## src/rtl/ysyx_24100006_exe_mem_skid_if.sv

```systemverilog
`default_nettype none
// ============================================================================
// Module   : ysyx_24100006_exe_mem_skid_if
// Brief    : Valid/ready bundle carrying one EXEU result (data + control).
//            Used on both the EXEU->boundary and boundary->MEMU sides.
// Revision : 1.0 - initial release
// ============================================================================
interface ysyx_24100006_exe_mem_skid_if;
  logic        valid;
  logic        ready;
  logic [31:0] alu_result;
  logic [31:0] wdata_gpr;
  logic [31:0] wdata_csr;
  logic        gpr_write;
  logic        csr_write;
  logic        irq;
  logic        is_break;
  logic [3:0]  gpr_write_addr;
  logic [11:0] csr_write_addr;
  logic [1:0]  gpr_write_rd;
  logic [1:0]  sram_read_write;  // bit0 = load, bit1 = store
  logic [2:0]  mem_mask;

  // Producer side: drives the bundle, observes ready
  modport master (
    output valid,
    output alu_result,
    output wdata_gpr,
    output wdata_csr,
    output gpr_write,
    output csr_write,
    output irq,
    output is_break,
    output gpr_write_addr,
    output csr_write_addr,
    output gpr_write_rd,
    output sram_read_write,
    output mem_mask,
    input  ready
  );

  // Consumer side: observes the bundle, drives ready
  modport slave (
    input  valid,
    input  alu_result,
    input  wdata_gpr,
    input  wdata_csr,
    input  gpr_write,
    input  csr_write,
    input  irq,
    input  is_break,
    input  gpr_write_addr,
    input  csr_write_addr,
    input  gpr_write_rd,
    input  sram_read_write,
    input  mem_mask,
    output ready
  );
endinterface
`default_nettype wire

```

## src/rtl/ysyx_24100006_exe_mem_skid.sv

```systemverilog
`default_nettype none
// ============================================================================
// Module   : ysyx_24100006_exe_mem_skid
// Brief    : EXE->MEM pipeline boundary. Two-entry skid buffer (main + skid)
//            so that exe_in_ready comes straight from a flop while still
//            sustaining one bundle per cycle. Head entry also feeds the
//            hazard/forward unit.
// Revision : 1.0 - initial release
// ============================================================================
module ysyx_24100006_exe_mem_skid (
  input  wire logic                              clk,
  input  wire logic                              reset,      // async, active-low
  ysyx_24100006_exe_mem_skid_if.slave            exe_in,
  ysyx_24100006_exe_mem_skid_if.master           mem_out,
  output logic                                   mem_fw_valid,
  output logic [3:0]                             mem_fw_rd,
  output logic                                   mem_is_load,
  output logic [31:0]                            mem_fw_data
);

  // Packed payload width: 3x32 data + 4 flags + 4 rd + 12 csr + 2 + 2 + 3
  localparam int unsigned c_PAYLOAD_W = 123;

  typedef enum logic [1:0] {
    S_EMPTY = 2'd0,
    S_ONE   = 2'd1,
    S_TWO   = 2'd2
  } state_t;

  state_t                   r_state;
  state_t                   w_next_state;
  logic                     r_in_ready;
  logic [c_PAYLOAD_W-1:0]   r_main_pl;
  logic [c_PAYLOAD_W-1:0]   r_skid_pl;
  logic [c_PAYLOAD_W-1:0]   w_in_pl;
  logic                     w_main_v;
  logic                     w_in_fire;
  logic                     w_out_fire;
  logic                     w_load_main_in;
  logic                     w_load_skid_in;
  logic                     w_load_main_skid;

  // Field order here defines the layout of both storage entries
  assign w_in_pl = {exe_in.alu_result,
                    exe_in.wdata_gpr,
                    exe_in.wdata_csr,
                    exe_in.gpr_write,
                    exe_in.csr_write,
                    exe_in.irq,
                    exe_in.is_break,
                    exe_in.gpr_write_addr,
                    exe_in.csr_write_addr,
                    exe_in.gpr_write_rd,
                    exe_in.sram_read_write,
                    exe_in.mem_mask};

  // Head entry is valid in ONE and TWO; skid only ever holds the younger bundle
  assign w_main_v   = (r_state != S_EMPTY);
  assign w_in_fire  = exe_in.valid & r_in_ready;
  assign w_out_fire = w_main_v & mem_out.ready;

  // Ready is a flop: the upstream never sees a combinational path from MEMU
  assign exe_in.ready = r_in_ready;

  // Occupancy state and registered ready
  always_ff @(posedge clk or negedge reset) begin
    if (!reset) begin
      r_state    <= S_EMPTY;
      r_in_ready <= 1'b1;
    end else begin
      r_state    <= w_next_state;
      r_in_ready <= (w_next_state != S_TWO);
    end
  end

  // Next-state and entry-load selection
  always_comb begin
    w_next_state     = r_state;
    w_load_main_in   = 1'b0;
    w_load_skid_in   = 1'b0;
    w_load_main_skid = 1'b0;
    case (r_state)
      S_EMPTY: begin
        if (w_in_fire) begin
          w_next_state   = S_ONE;
          w_load_main_in = 1'b1;
        end
      end
      S_ONE: begin
        if (w_in_fire && w_out_fire) begin
          // Head leaves as the new bundle arrives: replace in place, no bubble
          w_load_main_in = 1'b1;
        end else if (w_in_fire) begin
          w_next_state   = S_TWO;
          w_load_skid_in = 1'b1;
        end else if (w_out_fire) begin
          w_next_state   = S_EMPTY;
        end
      end
      S_TWO: begin
        // Ready is low in TWO, so only the drain case exists
        if (w_out_fire) begin
          w_next_state     = S_ONE;
          w_load_main_skid = 1'b1;
        end
      end
      default: begin
        w_next_state = S_EMPTY;
      end
    endcase
  end

  // Head payload: written only on a load, otherwise keeps (possibly stale) data
  always_ff @(posedge clk or negedge reset) begin
    if (!reset) begin
      r_main_pl <= '0;
    end else if (w_load_main_in) begin
      r_main_pl <= w_in_pl;
    end else if (w_load_main_skid) begin
      r_main_pl <= r_skid_pl;
    end
  end

  // Skid payload: captures the bundle that arrived while the head was stalled
  always_ff @(posedge clk or negedge reset) begin
    if (!reset) begin
      r_skid_pl <= '0;
    end else if (w_load_skid_in) begin
      r_skid_pl <= w_in_pl;
    end
  end

  // Head entry drives the MEMU bundle
  assign mem_out.valid = w_main_v;
  assign {mem_out.alu_result,
          mem_out.wdata_gpr,
          mem_out.wdata_csr,
          mem_out.gpr_write,
          mem_out.csr_write,
          mem_out.irq,
          mem_out.is_break,
          mem_out.gpr_write_addr,
          mem_out.csr_write_addr,
          mem_out.gpr_write_rd,
          mem_out.sram_read_write,
          mem_out.mem_mask} = r_main_pl;

  // Forwarding view of the head; flags are gated so stale payload never forwards
  assign mem_fw_valid = w_main_v & mem_out.gpr_write;
  assign mem_fw_rd    = mem_out.gpr_write_addr;
  assign mem_is_load  = w_main_v & mem_out.sram_read_write[0];
  assign mem_fw_data  = mem_out.wdata_gpr;

endmodule
`default_nettype wire

```

## src/flat_wrapper.sv

```systemverilog
// flat-port wrapper written by rule: the top's interface ports become plain ports
module ysyx_24100006_exe_mem_skid_flat 
  (clk, reset, mem_fw_valid, mem_fw_rd, mem_is_load, mem_fw_data, exe_in_valid, exe_in_alu_result, exe_in_wdata_gpr, exe_in_wdata_csr, exe_in_gpr_write, exe_in_csr_write, exe_in_irq, exe_in_is_break, exe_in_gpr_write_addr, exe_in_csr_write_addr, exe_in_gpr_write_rd, exe_in_sram_read_write, exe_in_mem_mask, exe_in_ready, mem_out_valid, mem_out_alu_result, mem_out_wdata_gpr, mem_out_wdata_csr, mem_out_gpr_write, mem_out_csr_write, mem_out_irq, mem_out_is_break, mem_out_gpr_write_addr, mem_out_csr_write_addr, mem_out_gpr_write_rd, mem_out_sram_read_write, mem_out_mem_mask, mem_out_ready);
  ysyx_24100006_exe_mem_skid_if exe_in_i ();
  ysyx_24100006_exe_mem_skid_if mem_out_i ();
  input  wire logic clk;
  input  wire logic reset;
  output logic mem_fw_valid;
  output logic [3:0] mem_fw_rd;
  output logic mem_is_load;
  output logic [31:0] mem_fw_data;
  input wire logic [$bits(exe_in_i.valid)-1:0] exe_in_valid;
  input wire logic [$bits(exe_in_i.alu_result)-1:0] exe_in_alu_result;
  input wire logic [$bits(exe_in_i.wdata_gpr)-1:0] exe_in_wdata_gpr;
  input wire logic [$bits(exe_in_i.wdata_csr)-1:0] exe_in_wdata_csr;
  input wire logic [$bits(exe_in_i.gpr_write)-1:0] exe_in_gpr_write;
  input wire logic [$bits(exe_in_i.csr_write)-1:0] exe_in_csr_write;
  input wire logic [$bits(exe_in_i.irq)-1:0] exe_in_irq;
  input wire logic [$bits(exe_in_i.is_break)-1:0] exe_in_is_break;
  input wire logic [$bits(exe_in_i.gpr_write_addr)-1:0] exe_in_gpr_write_addr;
  input wire logic [$bits(exe_in_i.csr_write_addr)-1:0] exe_in_csr_write_addr;
  input wire logic [$bits(exe_in_i.gpr_write_rd)-1:0] exe_in_gpr_write_rd;
  input wire logic [$bits(exe_in_i.sram_read_write)-1:0] exe_in_sram_read_write;
  input wire logic [$bits(exe_in_i.mem_mask)-1:0] exe_in_mem_mask;
  output wire logic [$bits(exe_in_i.ready)-1:0] exe_in_ready;
  output wire logic [$bits(mem_out_i.valid)-1:0] mem_out_valid;
  output wire logic [$bits(mem_out_i.alu_result)-1:0] mem_out_alu_result;
  output wire logic [$bits(mem_out_i.wdata_gpr)-1:0] mem_out_wdata_gpr;
  output wire logic [$bits(mem_out_i.wdata_csr)-1:0] mem_out_wdata_csr;
  output wire logic [$bits(mem_out_i.gpr_write)-1:0] mem_out_gpr_write;
  output wire logic [$bits(mem_out_i.csr_write)-1:0] mem_out_csr_write;
  output wire logic [$bits(mem_out_i.irq)-1:0] mem_out_irq;
  output wire logic [$bits(mem_out_i.is_break)-1:0] mem_out_is_break;
  output wire logic [$bits(mem_out_i.gpr_write_addr)-1:0] mem_out_gpr_write_addr;
  output wire logic [$bits(mem_out_i.csr_write_addr)-1:0] mem_out_csr_write_addr;
  output wire logic [$bits(mem_out_i.gpr_write_rd)-1:0] mem_out_gpr_write_rd;
  output wire logic [$bits(mem_out_i.sram_read_write)-1:0] mem_out_sram_read_write;
  output wire logic [$bits(mem_out_i.mem_mask)-1:0] mem_out_mem_mask;
  input wire logic [$bits(mem_out_i.ready)-1:0] mem_out_ready;
  assign exe_in_i.valid = exe_in_valid;
  assign exe_in_i.alu_result = exe_in_alu_result;
  assign exe_in_i.wdata_gpr = exe_in_wdata_gpr;
  assign exe_in_i.wdata_csr = exe_in_wdata_csr;
  assign exe_in_i.gpr_write = exe_in_gpr_write;
  assign exe_in_i.csr_write = exe_in_csr_write;
  assign exe_in_i.irq = exe_in_irq;
  assign exe_in_i.is_break = exe_in_is_break;
  assign exe_in_i.gpr_write_addr = exe_in_gpr_write_addr;
  assign exe_in_i.csr_write_addr = exe_in_csr_write_addr;
  assign exe_in_i.gpr_write_rd = exe_in_gpr_write_rd;
  assign exe_in_i.sram_read_write = exe_in_sram_read_write;
  assign exe_in_i.mem_mask = exe_in_mem_mask;
  assign exe_in_ready = exe_in_i.ready;
  assign mem_out_valid = mem_out_i.valid;
  assign mem_out_alu_result = mem_out_i.alu_result;
  assign mem_out_wdata_gpr = mem_out_i.wdata_gpr;
  assign mem_out_wdata_csr = mem_out_i.wdata_csr;
  assign mem_out_gpr_write = mem_out_i.gpr_write;
  assign mem_out_csr_write = mem_out_i.csr_write;
  assign mem_out_irq = mem_out_i.irq;
  assign mem_out_is_break = mem_out_i.is_break;
  assign mem_out_gpr_write_addr = mem_out_i.gpr_write_addr;
  assign mem_out_csr_write_addr = mem_out_i.csr_write_addr;
  assign mem_out_gpr_write_rd = mem_out_i.gpr_write_rd;
  assign mem_out_sram_read_write = mem_out_i.sram_read_write;
  assign mem_out_mem_mask = mem_out_i.mem_mask;
  assign mem_out_i.ready = mem_out_ready;
  ysyx_24100006_exe_mem_skid u_core (.clk(clk), .reset(reset), .exe_in(exe_in_i), .mem_out(mem_out_i), .mem_fw_valid(mem_fw_valid), .mem_fw_rd(mem_fw_rd), .mem_is_load(mem_is_load), .mem_fw_data(mem_fw_data));
endmodule
```

## config.mk

```make
export PLATFORM = sky130hd
export DESIGN_NAME = ysyx_24100006_exe_mem_skid_flat
export DESIGN_NICKNAME = d
export VERILOG_FILES = /design/src/rtl/ysyx_24100006_exe_mem_skid_if.sv /design/src/rtl/ysyx_24100006_exe_mem_skid.sv /design/src/flat_wrapper.sv
export SDC_FILE = /design/constraint.sdc
export NUM_CORES = 1
export LEC_CHECK = 0
export ABC_AREA = 1
export ABC_CLOCK_PERIOD_IN_PS = 1700
export CORE_MARGIN = 2
export CORE_UTILIZATION = 40
export CTS_CLUSTER_DIAMETER = 80
export DETAILED_ROUTE_END_ITERATION = 8
export DONT_BUFFER_PORTS = 1
export PLACE_DENSITY_LB_ADDON = 0.3
export SLEW_MARGIN = 20
export SYNTH_ARGS = -nofsm -noshare
export SYNTH_HDL_FRONTEND = slang
export SYNTH_SLANG_ARGS = --single-unit
```

## constraint.sdc

```tcl
create_clock -name clk -period 1.7 [get_ports clk]
set_input_delay 0.17 -clock clk [delete_from_list [all_inputs] [get_ports clk]]
set_output_delay 0.17 -clock clk [all_outputs]
set_load 0.01 [all_outputs]
```

## Word-level counts from Yosys, hierarchy flattened

Index checks and enable logic that the tools add are counted.

| storage, ports and cells | value |
|---|---|
| bits in registers | 249 |
| word-level logic and storage cells | 30 |
| output and inout port bits | 163 |
| bits of input ports | 127 |

| operators by class | value |
|---|---|
| mux-type cells | 15 |
| reduce and logical (&&, ||, !) cells | 4 |
| bitwise logic cells | 4 |
| equality and inequality tests | 3 |

Operators with widths:

| cell | count |
|---|---|
| 123-bit 2-to-1 mux | 2 |
| 2-bit 2-to-1 mux | 5 |
| 1-bit 2-to-1 mux | 6 |
| 2-bit case mux with 3 select lines | 1 |
| 1-bit AND | 4 |
| 2-bit nonzero test | 2 |
| 2-bit by 1-bit equality test with 1-bit output (second input constant) | 1 |
| 2-bit equality test (second input constant) | 1 |
| 2-bit logical NOT | 1 |
| 2-bit != test (second input constant) | 1 |
| 1-bit case mux with 2 select lines | 1 |
| 1-bit logical AND | 1 |

## Depth between registers and ports, before layout

| logic depth | value |
|---|---|
| word-level depth | 7 |
| mapped depth | 9 |
| gate-level depth less buffers | 6 |

## Least setup slack after synthesis

Ideal clock, no wire load.

| timing | value |
|---|---|
| kind | register to register |
| from | register u_core.r_in_ready (netlist: u_core.exe_in.ready) |
| to | register u_core.r_main_pl[52] |
| arrival time | 1.336 ns |
| data required time | 1.583 ns |
| buffers on the path | 2 |
| stages on the path, launching flop included | 8 |
| setup time | 0.117 ns |
| setup slack | 0.247 ns |
| clock period less this slack | 1.453 ns |
| path through | dfstp_2 > nand2_1 > nor2_4 > buf_2 > buf_2 > nand3_1 > nand2_1 > nand2_1 |

| between the ends | value |
|---|---|
| cells in the longest elaborated chain, start to end | 5 |
| elaborated cells between the ends (all ways) | 7 |
| classes of those cells | mux: 4; bitwise: 1; reduce/logical: 2 |

Ends and longest elaborated chain:

| element | line | RTL |
|---|---|---|
| start, declared | ysyx_24100006_exe_mem_skid.sv:32 | `logic r_in_ready;` |
| start signal, assigned | ysyx_24100006_exe_mem_skid.sv:72 | `r_in_ready <= (w_next_state != S_TWO);` |
| 1-bit AND (*) | ysyx_24100006_exe_mem_skid.sv:59 | `assign w_in_fire = exe_in.valid & r_in_ready;` |
| 1-bit logical AND | ysyx_24100006_exe_mem_skid.sv:90 | `if (w_in_fire && w_out_fire) begin` |
| 1-bit 2-to-1 mux | ysyx_24100006_exe_mem_skid.sv:90 |  |
| 1-bit case mux with 2 select lines (*) | ysyx_24100006_exe_mem_skid.sv:82 | `case (r_state)` |
| 123-bit 2-to-1 mux / 2-bit nonzero test (equally long branches) | -- |  |
| end signal, assigned | ysyx_24100006_exe_mem_skid.sv:118 | `r_main_pl <= w_in_pl;` |
| end signal, assigned | ysyx_24100006_exe_mem_skid.sv:120 | `r_main_pl <= r_skid_pl;` |
| end, declared | ysyx_24100006_exe_mem_skid.sv:33 | `logic [c_PAYLOAD_W-1:0] r_main_pl;` |

Mark *: on every way between the ends. The rest lies on a longest branch, timed or not.
A chain may end at the register's enable or synchronous reset.

## Worst setup path in the final report

| timing | value |
|---|---|
| from | register u_core.r_state[1] |
| to | output port mem_fw_valid |

| between the ends | value |
|---|---|
| cells in the longest elaborated chain, start to end | 2 |

Ends and longest elaborated chain:

| element | line | RTL |
|---|---|---|
| start, declared | ysyx_24100006_exe_mem_skid.sv:30 | `state_t r_state;` |
| start signal, assigned | ysyx_24100006_exe_mem_skid.sv:71 | `r_state <= w_next_state;` |
| 2-bit nonzero test | ysyx_24100006_exe_mem_skid.sv:58 | `assign w_main_v = (r_state != S_EMPTY);` |
| 1-bit AND | ysyx_24100006_exe_mem_skid.sv:149 | `assign mem_fw_valid = w_main_v & mem_out.gpr_write;` |
| end, declared | flat_wrapper.sv:8 | `output logic mem_fw_valid;` |

No other way between the ends.

==> key figures <==
Clocking
  – CTS clk-pin slew, worst paths: 0.06 ns
  – Root Buffer: clkbuf_16
  – Num CTS Buffers: 28
  – Hold_buf cts: 125
  – CTS tree: yes
  – Clock Path Buffers: 3
  – CTS Sinks: 249
  – Max H-tree Level: 1
  – Clk Latency, worst-skew pair: 0.54 ns

Global routing
  – Vias in the first global route: 10200
  – First-pass GRT wire length: 55500 um
  – Gr usage total: 21.3%
  – Largest net degree at the start of global routing: 250
  – Total grt overflow: 0
  – Initial antenna violation count: 1

Floorplanning
  – Core Region: 29800 sq um
  – Full die area: 31900 sq um
  – Die width: 179 um
  – Die H: 179 um
  – Io pins: 290
  – # rows: 63
  – Initial core utilization: 40.9%

Timing
  – Setup Skew: 0.00691 ns
  – Unrepaired setup endpoints after global routing: true
  – Final setup viols: 0
  – Tmin final: 1.65 ns
  – Slew of the pin with the lowest slew margin: 0.894 ns
  – Post-route clock period utilization: 96.8%
  – Final Slew Violations: 0
  – Hold slack final: -0.680 ns
  – Max Clk Rate: 607 MHz
  – Rel. slew slack: 40.4%
  – Fin. Hold Viols: 366

Synth
  – Post-Synthesis Cells: 1548
  – Synth cell types: 18
  – Sequential-to-total area share from yosys stat: 51.1%
  – Mapped Nets: 1675
  – Syn Std Cell Area: 12200 sq um
  – Synthesized flop and latch total: 249
  – Average cell area after synthesis: 7.88 sq um
  – YS warnings: 0

Worst setup path
  – Crit-path max FO: 14
  – Critical Path End Type: primary output
  – Cell chain of the critical path: buf_12 > nor2_4 > nor2_1
  – Reg2Reg Setup Slack: 0.08 ns
  – Number of cells on the worst reg-to-reg path: 7
  – Crit path DAT: 1.48 ns
  – CP max stage delay: 0.51 ns
  – Reg-to-Reg End: u_core.r_skid_pl[99]
  – Critical path class: reg2out
  – Critical-path top delay cell: dfrtp_4
  – Crit start category: register
  – CP required: 1.53 ns
  – Critical R2R Launch: u_core.exe_in.ready

Drt
  – Drt wl/cell: 17.8 um
  – DRC Markers: 0
  – DR vias: 10700
  – Vias/cell: 5.41
  – Pre-Repair DR Iteration Count: 5
  – DRT iter0 DRCs: 975
  – Antenna-violating nets left: 0
  – Total Routed Length: 35100 um

Pwr
  – Lkg Pwr: 7.38 nW
  – Pwr Density: 1680 nW/um^2
  – Worst vdd ir: 0.000936 V

Finish
  – Design area: 14500 sq um
  – Area Overhead vs Synth: 18.7%
  – Layout cells sized above 1: 5.31%
  – NumNets Final: 1689
  – Fillers: 2799
  – Post-route non-filler standard cell count: 1973

Job
  – Maxcap violations: 0

Placed design
  – Gpl congestion: 0.770
  – Final HPWL from detailed placement: 18500 um
  – Placed Instances: 1792
  – IO Port Bufs: 0
  – Post-place instance area: 12200 sq um

Status
  – Failing checks: negative hold slack
  – Outcome: complete, but fails checks

Min path
  – Hold Path Class: in2async
## cells in the mapped netlist
master	count	area [sq um]
buf_2	68	340
buf_1	16	60.1
dfrtp_1	248	6210
nand2_2	4	25.0
dfstp_2	1	26.3
o21ai_1	117	586
nor2_4	1	11.3
nor2_2	1	6.26
nand4_1	123	769
nor2_1	3	11.3
nand3_1	248	1240
nand2_1	495	1860
o21ai_0	6	30.0
inv_2	4	15.0
buf_4	55	413
clkbuf_2	1	5.00
inv_1	127	477
clkbuf_1	30	113
## sequential cells by signal, summed over array words and instances (netlist names)
name,count
u_core.exe_in.ready,1
u_core.r_state,2
u_core.r_main_pl,123
u_core.r_skid_pl,123
## layout by cell type (no fill, tap or decap), types with 6 or more instances in the layout
master / count
o21ai_0: 6
clkbuf_8: 6
buf_12: 16
clkbuf_16: 31
dlygate4sd3_1: 125
o21ai_1: 117
dfrtp_1: 247
nand2_1: 495
inv_1: 127
buf_4: 8
clkbuf_1: 8
nand4_1: 123
nand3_1: 248
## routing by layer
layer / track usage (%) / vias up / wire [um]
li1: - / 5056 / -
met1: 29.4 / 5152 / 15200
met2: 34.3 / 421 / 16400
met3: 5.05 / 51 / 2900
met4: 4.44 / 0 / 650
met5: 0 / - / 0
## worst max-delay path by stage
stage                                end  cells past startpoint                start
finish                      mem_fw_valid                      3    u_core.r_state[1]
global route        u_core.r_skid_pl[73]                      7  u_core.exe_in.ready
CTS                        mem_out_valid                      3    u_core.r_state[1]
detailed placement  u_core.r_main_pl[49]                      5    u_core.r_state[0]
global placement    u_core.r_main_pl[49]                      5    u_core.r_state[0]
floorplan           u_core.r_main_pl[52]                      7  u_core.exe_in.ready
## metrics by stage
step | worst slack [ns] | util (%) | setup TNS [ns] | total power, mW | hold WS (ns)
after global routing | -0.0382 | 48.6 | -0.395 | 26.1 | -0.706
after CTS | 0.00937 | 48.3 | 0 | 24.4 | -0.700
after detailed placement | 0.0542 | 40.8 | 0 | 17.9 | -0.121
final | 0.0536 | 48.6 | 0 | 24.4 | -0.680
after global placement | 0.112 | 40.8 | 0 | 17.7 | -0.120
after floorplan | 0.247 | - | 0 | 16.6 | -0.126
## report_power, final
group          internal [mW]  switching (mW)  leakage (nW)  total (mW)
clock                   3.68            2.48         0.450        6.16
sequential              8.87            3.16          2.98        12.0
combinational           2.43            3.76          3.95        6.19
total                   15.0            9.40          7.38        24.4
## cells by family after synthesis
family,count (synthesis),share of synthesized area (%)
AND/OR/NAND/NOR,875,32.2
buffers and inverters,301,11.7
flip-flops,249,51.1
AO/OA/AOI/OAI,123,5.05
## repair_timing
action / 4_1_cts / 5_1_grt
setup buffers: 1 / 2
endpoints found under the setup margin: 3 / 139
endpoints found under the hold margin: 498 / 372
pin swaps: 0 / 1
cloned: 0 / 2
resized for setup: 5 / 3
## critical path, delay by kind of cell (launching register included)
family | cells | cell delay, ns
buf+inv | 1 | 0.17
simple gates | 2 | 0.25
flops | 1 | 0.51
## area by class of cell
cell class / instances / area, sq um / share of cell area (%)
tap: 390 / 488 / 3.37
antenna: 1 / 2.50 / 0.0173
clock inverter: 7 / 93.8 / 0.649
multi-input combinational: 998 / 4580 / 31.7
sequential: 249 / 6240 / 43.1
inverter: 131 / 494 / 3.42
timing repair buffer: 154 / 1730 / 12.0
clock buffer: 43 / 838 / 5.79
No activity file was read; power rests on OpenSTA's default activity.
